**src/rtl/lz77_decoder.sv**
```systemverilog
// rtl/lz77_decoder.sv - LZ77 decoder: codeword handshake, 32-entry search buffer, overlapped copy
module lz77_decoder (
  input  logic       clk,
  input  logic       reset,
  input  logic       code_valid,
  output logic       code_ready,
  input  logic [4:0] offset,
  input  logic [4:0] match_len,
  input  logic [7:0] char_nxt,
  output logic       out_valid,
  output logic [7:0] char_out,
  output logic       encode,
  output logic       finish
);

  localparam logic [7:0] TERM_CHAR = 8'h24;

  typedef enum logic [1:0] {S_IDLE, S_COPY, S_LIT, S_DONE} state_t;

  state_t     state_q, state_d;
  logic [4:0] rem_q, rem_d;
  logic [4:0] off_q, off_d;
  logic [7:0] lit_q, lit_d;
  logic [7:0] sbuf_q [32];
  logic       code_ready_q, out_valid_q, finish_q;
  logic [7:0] char_out_q;

  logic       take;
  logic       do_copy;
  logic       lit_phase;
  logic       emit;
  logic [7:0] emit_char;

  // Outputs are registered, so each edge decides what the following cycle emits
  // and shifts that char into the buffer on the same edge; the next copy read
  // therefore already sees it, which is what makes overlapping matches work.
  always_comb begin
    state_d   = S_IDLE;
    rem_d     = rem_q;
    off_d     = off_q;
    lit_d     = lit_q;
    do_copy   = 1'b0;
    lit_phase = 1'b0;
    emit      = 1'b0;
    emit_char = 8'h00;
    take      = code_ready_q && code_valid;

    if (take) begin
      off_d = offset;
      lit_d = char_nxt;
      if (match_len != 5'd0) begin
        do_copy = 1'b1;
        rem_d   = match_len - 5'd1;
      end else begin
        lit_phase = 1'b1;
      end
    end else if (state_q == S_COPY) begin
      if (rem_q != 5'd0) begin
        do_copy = 1'b1;
        rem_d   = rem_q - 5'd1;
      end else begin
        lit_phase = 1'b1;
      end
    end

    if (do_copy) begin
      state_d   = S_COPY;
      emit      = 1'b1;
      emit_char = sbuf_q[off_d];
    end else if (lit_phase) begin
      // A terminating literal never gets a cycle of its own: go straight to DONE.
      if (lit_d != TERM_CHAR) begin
        state_d   = S_LIT;
        emit      = 1'b1;
        emit_char = lit_d;
      end else begin
        state_d = S_DONE;
      end
    end
  end

  always_ff @(posedge clk) begin
    if (reset) begin
      state_q      <= S_IDLE;
      rem_q        <= 5'd0;
      off_q        <= 5'd0;
      lit_q        <= 8'h00;
      code_ready_q <= 1'b0;
      out_valid_q  <= 1'b0;
      char_out_q   <= 8'h00;
      finish_q     <= 1'b0;
      for (int i = 0; i < 32; i++) sbuf_q[i] <= 8'h00;
    end else begin
      state_q      <= state_d;
      rem_q        <= rem_d;
      off_q        <= off_d;
      lit_q        <= lit_d;
      code_ready_q <= (state_d == S_IDLE) || (state_d == S_LIT);
      out_valid_q  <= emit;
      char_out_q   <= emit_char;
      finish_q     <= (state_d == S_DONE);
      if (state_d == S_DONE) begin
        for (int i = 0; i < 32; i++) sbuf_q[i] <= 8'h00;
      end else if (emit) begin
        sbuf_q[0] <= emit_char;
        for (int i = 1; i < 32; i++) sbuf_q[i] <= sbuf_q[i-1];
      end
    end
  end

  assign code_ready = code_ready_q;
  assign out_valid  = out_valid_q;
  assign char_out   = char_out_q;
  assign finish     = finish_q;
  assign encode     = 1'b0;

endmodule

```
**config.mk**
```make
export PLATFORM = sky130hd
export DESIGN_NAME = lz77_decoder
export DESIGN_NICKNAME = d
export VERILOG_FILES = /design/src/rtl/lz77_decoder.sv
export SDC_FILE = /design/constraint.sdc
export NUM_CORES = 1
export LEC_CHECK = 0
export ABC_AREA = 1
export CELL_PAD_IN_SITES_DETAIL_PLACEMENT = 1
export CELL_PAD_IN_SITES_GLOBAL_PLACEMENT = 2
export CORE_AREA = 3 3 192 194
export CTS_CLUSTER_DIAMETER = 80
export CTS_CLUSTER_SIZE = 40
export DETAILED_ROUTE_END_ITERATION = 7
export DIE_AREA = 0 0 195 197
export MAX_ROUTING_LAYER = met4
export PLACE_DENSITY = 0.87
export SETUP_SLACK_MARGIN = 0.05
export SLEW_MARGIN = 30
export SYNTH_ARGS = -nofsm -noshare
export SYNTH_HDL_FRONTEND = slang
export SYNTH_SLANG_ARGS = --single-unit
```
**constraint.sdc**
```tcl
create_clock -name clk -period 7.4 [get_ports clk]
set_input_delay 1.48 -clock clk [delete_from_list [all_inputs] [get_ports clk]]
set_output_delay 1.48 -clock clk [all_outputs]
set_load 0.05 [all_outputs]
```
==> results of run 1 <==
==> cells by family after synthesis <==
logic type	after synthesis
and+or+nand+nor	865
xor gates and xnor gates	3
muxes	2
adders and majority gates	1
buffers and inverters	373
DFF	287
AOI/OAI and AO/OA	30
other	1
==> routing by layer <==
metal / global-route usage [%] / vias up / part of all wire [%]
met5: - / - / 0
met4: 4.38 / 0 / 2.3
met3: 2.43 / 48 / 3.1
met2: 31.5 / 101 / 49
met1: 23.4 / 4994 / 45
li1: - / 4864 / -
==> worst reg2reg max path, cell delays in order (launching register included) <==
cell     delay, ps
dfxtp_1        380
nand2_4        290
inv_2          180
nand2_1        120
nand2_1         80
nor4_2         360
nand3_1        350
nand2_4        150
buf_4          560
buf_4          790
==> layout make-up <==
class                   instances  area, um^2
clock buffers                  17         393
flip-flops and latches        287        8230
well taps                     461         577
clock inverters                 8        91.3
multi-input cells             902        3960
inverters                     284        1070
fillers                      4185       20600
repair buffers                 47         495
==> final timing paths <==
path / end / cells after the start
min reg2reg: sbuf_q[0][7]$_SDFFE_PP0P_ / 2
max reg2reg: sbuf_q[25][0]$_SDFFCE_PP0P_ / 9
min: sbuf_q[0][7]$_SDFFE_PP0P_ / 2
max: sbuf_q[25][0]$_SDFFCE_PP0P_ / 10
==> state kept, by name, indices dropped and copies added, names as in the netlist <==
| register | count |
|---|---|
| char_out | 8 |
| code_ready | 1 |
| finish | 1 |
| lit_q | 8 |
| off_q | 5 |
| out_valid | 1 |
| rem_q | 5 |
| sbuf_q | 256 |
| state_q | 2 |
==> per-stage QoR <==
| stage | util (%) | hold WS (ps) | cell area (um^2) | setup slack, ps |
|---|---|---|---|---|
| floorplan | - | 443 | 13800 | 1720 |
| global placement | 40.3 | 458 | 14300 | 1910 |
| detailed placement | 40.4 | 467 | 14300 | 1800 |
| CTS | 41.8 | 484 | 14800 | 2320 |
| global route | 41.8 | 503 | 14800 | 2340 |
| finish | 41.8 | 482 | 14800 | 2640 |
==> where the power goes <==
group	internal, W	switching (W)
sequential	0.00200	0.0000599
clock	0.000436	0.000546
combinational	0.000222	0.000589
total	0.00266	0.00119
==> placed cells by master (no fill, tap or decap), types with 6 or more instances in the layout <==
cell	Yosys	final
edfxtp_1	248	248
dfxtp_1	39	39
nor2_1	265	264
a21oi_1	18	18
inv_1	282	281
o21ai_0	10	9
nand2_1	293	289
clkbuf_16	0	15
nand2_4	1	6
clkdlybuf4s50_1	0	31
nand3_1	295	294
buf_4	4	12
==> out/metrics.yaml, run 1 <==
first_iter_violations: 607
power.leakage_nw: 6.27
slowest_delay_ps: 770
area_growth_pct: 7.60
syn_avg_cell_area_um2: 8.81
cts_tree: "yes"
synth_top_area_share_pct: 54.1
period_share_pct: 64.3
dpl.hpwl_um: 20600
min_from: "sbuf_q[0][7]$_SDFFE_PP0P_"
grt_use_total_pct: 18.4
synth_xor_area_share_pct: 0.191
cts.repair.resized: 0
syn_inst: 1562
slowest_stage: "buf_4"
r2r_setup_slack_ps: 3760
worst_pin_slew_ps: 897
grt_max_degree: 98
grt_pass1_vias: 10500
die_area_um2: 38400
required_ps: 7530
drtPass1Iterations: 4
maxSlewHeadroom_pct: 40.1
cp_top_family: "buffers and inverters"
synthAdderAreaFrac_pct: 0.0909
cp_data_arrival_time_ps: 4880
ys_ff_latch: 287
clkLatencyLatePin_ps: 500
power_density_nw_per_um2: 260
layout_min_cycle_time_ps: 4760
outcome: "finished clean"
path_clk_slew_ps: 100
hold_path.class: "register to register"
synth_compound_area_share_pct: 1.15
synth-edff-count: 248
synthArstFlopShare_pct: 0
post_cts_buffers: 0
crit_type: "input pin to register"
synthTopCellsByArea: "edfxtp_1 (54%), nand3_1 (11%), nand2_1 (8.0%)"
crit_chain: "clkdlybuf4s50_1, nand2_4, inv_2, nand2_1, nand2_1, nor4_2, nand3_1, nand2_4, buf_4, buf_4"
synth_cell_types: 28
startpoint: "code_valid"
fp-row-count: 69
clockBufferDepth: 3
synth_mux_area_share_pct: 0.145
design.core.area_um2: 35400
die_width_um: 195
cts_inserted_buffers: 15
totalWireLength_um: 34600
antenna_found_initial: 0
ant_nets: 0
drcViolationCount: 0
synth_ff_type: "edfxtp_1"
clock-sinks: 287
critical_path_buf_inv_count: 4
clock.fmax_ghz: 0.210
final_net_count: 1559
die_h_um: 197
gp_congestion: 0.790
clock-root-buffer: "clkbuf_16"
place_inst: 1981
worstSetupEndpointType: "register"
power_w: 0.00385
wl_per_cell_um: 17.3
syn_nets: 1584
synth_common_cells: "nand3_1 (295), nand2_1 (293), inv_1 (282), nor2_1 (265), edfxtp_1 (248)"
place.port_buffers: 31
clock_skew_ps: 17.7
ios: 33
setup_viol: 0
initial_utilization_pct: 38.9
htreeDepth: 1
synth_simple_gate_area_share_pct: 26.7
maxCapViolCount: 0
antenna_cells: 0
yosysWarnings: 0
overflow: 0
yosysSeqAreaShare_pct: 59.8
grt_pass1_wl_um: 55800
final_cells: 2006
fin_setup_tns_ps: 0
synth_most_common_cell: "nand3_1"
final_max_slew_viol_count: 0
rsz0062_at_grt: "false"
final_hold_viol_count: 0
critical_path_peak_fanout: 61
via_per_inst: 4.99
drive_gt1_share_pct: 3.69
cts_hold_buffers: 0
ir_drop_uv: 201
yosysTopAreaCell: "edfxtp_1"
syn_area_um2: 13800
synth_top_family_by_area: "simple AND/OR/NAND/NOR gates"
r2r-start: "code_ready$_SDFF_PP0_"
start_kind: "input pin"
dr_total_vias: 10000
Note: power is estimated with default switching activity, not from simulation.
==> inputs of run 2 (changes only) <==
Clock period 7.4 ns to 4.95 ns, I/O delays scaled along.
==> run 2 against run 1 <==
Combinational power rose by 53%. Via count is 1.8% higher. Worst setup slack worse by 1400 ps. Critical path depth up 3. Clock skew up 23 ps. First-iteration DRC count fell by 0.33%. Global-route usage hardly changed. Count of clock-buffer cells in the layout down 1. Sequential share of layout area shrank 0.56 points. Critical path type unchanged. Highest routed layer unchanged.
==> out/metrics.yaml, run 2 (same netlist as run 1, synthesis figures left out) <==
outcome: "finished clean"
antenna_cells: 0  # unchanged
place.port_buffers: 31  # unchanged
maxSlewHeadroom_pct: 46.1  # +6.0 points
totalWireLength_um: 34700  # about the same
dr_total_vias: 10200  # +1.8%
cts_tree: "yes"
critical_path_peak_fanout: 40  # -34%
final_hold_viol_count: 0  # unchanged
clockBufferDepth: 3  # unchanged
p_int_w: 0.00395  # +49%
clock-root-buffer: "clkbuf_16"
final_cell_mix: "nand3_1 (294), nand2_1 (289), inv_1 (282)"
power.leakage_nw: 6.37  # +1.5%
cts_inserted_buffers: 15  # unchanged
regMostFlops: "sbuf_q"
worst_hold_slack_ps: 471  # -10.8 ps
via_per_inst: 5.04  # +0.98%
layout_min_cycle_time_ps: 3720
wl_per_cell_um: 17.1  # -0.75%
area_growth_pct: 8.69
clock.fmax_ghz: 0.269
largest_register_ffs: 256  # unchanged
die_width_um: 195  # unchanged
hold_path.class: "register to register"
path_clk_slew_ps: 100  # about the same
ir_drop_uv: 337  # +68%
crit_type: "input pin to register"
cts_hold_buffers: 0  # unchanged
ios: 33  # unchanged
grt_use_total_pct: 18.4  # about the same
final_common_cell: "nand3_1"
post_cts_buffers: 0  # unchanged
power_density_nw_per_um2: 386  # +48%
grt_pass1_vias: 10600  # +0.67%
clock-sinks: 287  # unchanged
power_w: 0.00577  # +50%
setup_viol: 0  # unchanged
first_iter_violations: 605  # -0.33%
comb_power_share_pct: 21.4  # +0.4 points
clkLatencyLatePin_ps: 520  # +20 ps
fin_setup_tns_ps: 0  # unchanged
cts.repair.resized: 0  # unchanged
fin_util_pct: 42.3  # +0.42 points
grt_pass1_wl_um: 56200  # +0.68%
required_ps: 5180  # -2350 ps
ant_nets: 0  # unchanged
die_area_um2: 38400  # unchanged
drive_gt1_share_pct: 4.74  # +1.0 points
grt_max_degree: 81  # -17%
design.core.area_um2: 35400  # unchanged
drtPass1Iterations: 5  # +1
initial_utilization_pct: 38.9  # unchanged
htreeDepth: 1  # unchanged
worst_pin_slew_ps: 807  # -89.9 ps
power_frac_clock_pct: 25.3  # -0.2 points
die_h_um: 197  # unchanged
worstSetupEndpointType: "register"
final_net_count: 1576  # +1.1%
gp_congestion: 0.818  # +3.5%
switching_share_pct: 31.5  # +0.54 points
overflow: 0  # unchanged
nFillCells: 4191  # +0.14%
cp_data_arrival_time_ps: 3960  # -920 ps
fp-row-count: 69  # unchanged
start_kind: "input pin"
maxCapViolCount: 0  # unchanged
dpl.hpwl_um: 21300  # +3.3%
clock_skew_ps: 40.9  # +23.2 ps
switchingPower_w: 0.00182  # +52%
power_frac_seq_pct: 53.3  # -0.2 points
drcViolationCount: 0  # unchanged
rsz0062_at_grt: "false"
final_max_slew_viol_count: 0  # unchanged
period_share_pct: 75.2
antenna_found_initial: 0  # unchanged
## run 2: cell count changes in the layout (fill, tap and decap cells not counted), moves of 2 or more
cell,before,now
buf_4,12,25
buf_12,2,8
buf_16,2,0
clkinv_1,2,0
clkinv_2,0,2
## run 2: worst paths after layout
kind / to / depth (start not counted) / startpoint / slack, ps
hold reg to reg: sbuf_q[0][2]$_SDFFE_PP0P_ / 2 / sbuf_q[0][2]$_SDFFE_PP0P_ / 470
setup / recovery: sbuf_q[14][1]$_SDFFCE_PN0P_ / 13 / code_valid / 1230
hold / removal: sbuf_q[0][2]$_SDFFE_PP0P_ / 2 / sbuf_q[0][2]$_SDFFE_PP0P_ / 470
setup reg to reg: sbuf_q[14][1]$_SDFFCE_PN0P_ / 11 / code_ready$_SDFF_PP0_ / 1790
## run 2: per-layer routing
layer | vias to the layer above | GRT usage (%) | part of all wire [%]
li1 | 4908 | - | -
met1 | 5146 | 23.6 | 46
met2 | 102 | 31.9 | 50
met3 | 35 | 2.09 | 2.9
met4 | 0 | 3.54 | 1.9
met5 | - | - | 0
## run 2: cell type report
type                            count  area (um^2)  share of cell area, %
Sequential cell                   287         8230                   55.0
Multi-Input combinational cell    902         3950                   26.4
Inverter                          284         1070                   7.13
Timing Repair Buffer               64          658                   4.40
Tap cell                          461          577                   3.86
Clock buffer                       16          379                   2.53
Clock inverter                      9          100                  0.669
## run 2: critical path: stages
cell	delay, ps
clkdlybuf4s50_1	490
nand2_4	320
inv_2	180
nand2_1	130
nand2_1	110
nor4_4	340
nand2_2	110
nand2_1	80
nand2_1	150
nor2_1	180
buf_4	190
nand2_4	320
buf_12	330
## run 2: power groups by stage
| stage | clock network (W) | registers (W) | logic, W |
|---|---|---|---|
| after floorplan | 0 | 0.00315 | 0.000858 |
| after global placement | 0 | 0.00312 | 0.00122 |
| after detailed placement | 0 | 0.00313 | 0.00125 |
| after CTS | 0.00151 | 0.00307 | 0.00126 |
| after global routing | 0.00158 | 0.00310 | 0.00141 |
| final | 0.00146 | 0.00307 | 0.00124 |
## run 2: through the flow
step / instances / setup WS [ps] / instance area, um^2
floorplan: 1562 / 980 / 13800
global placement: 1998 / 816 / 14500
detailed placement: 1998 / 695 / 14500
CTS: 2023 / 1210 / 15000
global route: 2023 / 936 / 15000
finish: 2023 / 1230 / 15000
==> inputs of run 3 (changes only) <==
Clock period 4.95 ns to 3.7 ns, I/O delays scaled along.
==> run 3 against run 2 <==
Clock power increased by 42%. Die area unchanged. Clock skew decreased by 7.3 ps. Sequential cell count unchanged. Sequential share of layout area decreased by 1.6 points. Register-to-register slack got worse by 820 ps. Cell area increased by 3.0%. Critical path depth unchanged. Via count decreased by 0.15%. Worst setup slack got worse by 570 ps. Non-clock buffer count increased by 24. First-iteration DRC count increased by 13%. Largest cell class unchanged. Largest power group unchanged.
==> out/metrics.yaml, run 3 (same netlist as run 1, synthesis figures left out) <==
drtPass1Iterations: 5  # unchanged
fp-row-count: 69  # unchanged
slowest_stage: "clkdlybuf4s50_1"
grt_pass1_wl_um: 56800  # +1.0%
clock.fmax_ghz: 0.328
critical_path_peak_fanout: 50  # +25%
totalWireLength_um: 35000  # +1.1%
clock-root-buffer: "clkbuf_16"
overflow: 0  # unchanged
cts_hold_buffers: 0  # unchanged
slowest_delay_ps: 560  # +70 ps
rsz0062_at_grt: "false"
setup_viol: 0  # unchanged
cp_common_cell: "nand2_1"
power.leakage_nw: 6.58  # +3.4%
final_cell_mix: "nand3_1 (294), nand2_1 (289), inv_1 (282)"
nFillCells: 4135  # -1.3%
clock-sinks: 287  # unchanged
period_share_pct: 82.3
worst_hold_slack_ps: 474  # +3.64 ps
design.core.area_um2: 35400  # unchanged
cp_top_family: "buffers and inverters"
grt_pass1_vias: 10600  # +0.27%
drcViolationCount: 0  # unchanged
grt_max_degree: 55  # -32%
crit_type: "input pin to register"
area_growth_pct: 11.9
ir_drop_uv: 390  # +16%
cts_tree: "yes"
die_area_um2: 38400  # unchanged
die_width_um: 195  # unchanged
via_per_inst: 4.97  # -1.4%
worst_slack_ps: 656  # -571 ps
initial_utilization_pct: 38.9  # unchanged
place.port_buffers: 31  # unchanged
drive_gt1_share_pct: 6.24  # +1.5 points
r2r_setup_slack_ps: 970  # -820 ps
post_cts_buffers: 0  # unchanged
largest_register_ffs: 256  # unchanged
cts.repair.resized: 0  # unchanged
final_net_count: 1600  # +1.5%
die_h_um: 197  # unchanged
dpl.hpwl_um: 22800  # +6.9%
antenna_found_initial: 0  # unchanged
dr_total_vias: 10200  # -0.15%
fin_util_pct: 43.5  # +1.3 points
maxSlewHeadroom_pct: 64.6  # +19 points
clockBufferDepth: 3  # unchanged
ant_nets: 0  # unchanged
ios: 33  # unchanged
critical_path_buf_inv_count: 4  # unchanged
worstSetupEndpointType: "register"
wl_per_cell_um: 17.1  # -0.14%
worst_pin_slew_ps: 530  # -277 ps
fin_setup_tns_ps: 0  # unchanged
power_w: 0.00796  # +38%
grt_use_total_pct: 18.7  # +0.29 points
hold_path.class: "register to register"
gp_congestion: 0.784  # -4.1%
dp_slack_ps: 124  # -572 ps
final_max_slew_viol_count: 0  # unchanged
first_iter_violations: 686  # +13%
cp_data_arrival_time_ps: 3290  # -670 ps
htreeDepth: 1  # unchanged
clkLatencyLatePin_ps: 530  # about the same
outcome: "finished clean"
final_hold_viol_count: 0  # unchanged
cts_inserted_buffers: 15  # unchanged
start_kind: "input pin"
power_density_nw_per_um2: 517  # +34%
required_ps: 3940  # -1240 ps
antenna_cells: 0  # unchanged
clock_skew_ps: 33.6  # -7.31 ps
crit_chain: "clkdlybuf4s50_1, nand2_4, buf_4, nand2_1, nand2_1, nor4_4, nand2_2, nand2_1, nand2_1, nor2_1, buf_4, nand2_4, buf_12"
final_common_cell: "nand3_1"
maxCapViolCount: 0  # unchanged
path_clk_slew_ps: 110  # about the same
layout_min_cycle_time_ps: 3040
regMostFlops: "sbuf_q"
## run 3: area by class of cell
type	count	area [um^2]	area share (%)
Clock buffer	17	404	2.62
Clock inverter	9	138	0.894
Tap cell	461	577	3.74
Sequential cell	287	8230	53.4
Inverter	284	1070	6.92
Multi-Input combinational cell	902	3950	25.7
Timing Repair Buffer	88	1040	6.74
## run 3: worst register-to-register path: stages (launching register included)
cell and delay, ps:
dfxtp_1 460, nand2_4 170, buf_4 230, nand2_1 90, nand2_1 120, nor4_4 270
nand2_2 100, nand2_1 70, nand2_1 130, nor2_1 130, buf_4 210, nand2_4 180
buf_12 280
## run 3: worst paths after layout
path                             startpoint                           to  cells after the start
hold reg to reg   sbuf_q[0][0]$_SDFFE_PP0P_    sbuf_q[0][0]$_SDFFE_PP0P_                      2
setup / recovery                 code_valid  sbuf_q[19][6]$_SDFFCE_PN0P_                     13
setup reg to reg      code_ready$_SDFF_PP0_  sbuf_q[19][6]$_SDFFCE_PN0P_                     12
hold / removal    sbuf_q[0][0]$_SDFFE_PP0P_    sbuf_q[0][0]$_SDFFE_PP0P_                      2
## run 3: layer usage
metal / GRT usage [%] / part of all wire (%)
met1: 24.7 / 47
met2: 31.7 / 49
met3: 2.05 / 2.6
met4: 3.46 / 1.6
met5: - / 0
## run 3: stage by stage
stage / cell area (um^2) / instances
after floorplan: 13800 / 1562
after global placement: 14900 / 2022
after detailed placement: 14900 / 2022
after CTS: 15400 / 2048
after global routing: 15400 / 2048
final: 15400 / 2048
## run 3: power breakdown
group / leakage [nW] / internal [W] / switching [W]
Sequential: 2.98 / 0.00400 / 0.000119
Clock: 0.264 / 0.000930 / 0.00115
Combinational: 3.34 / 0.000560 / 0.00120
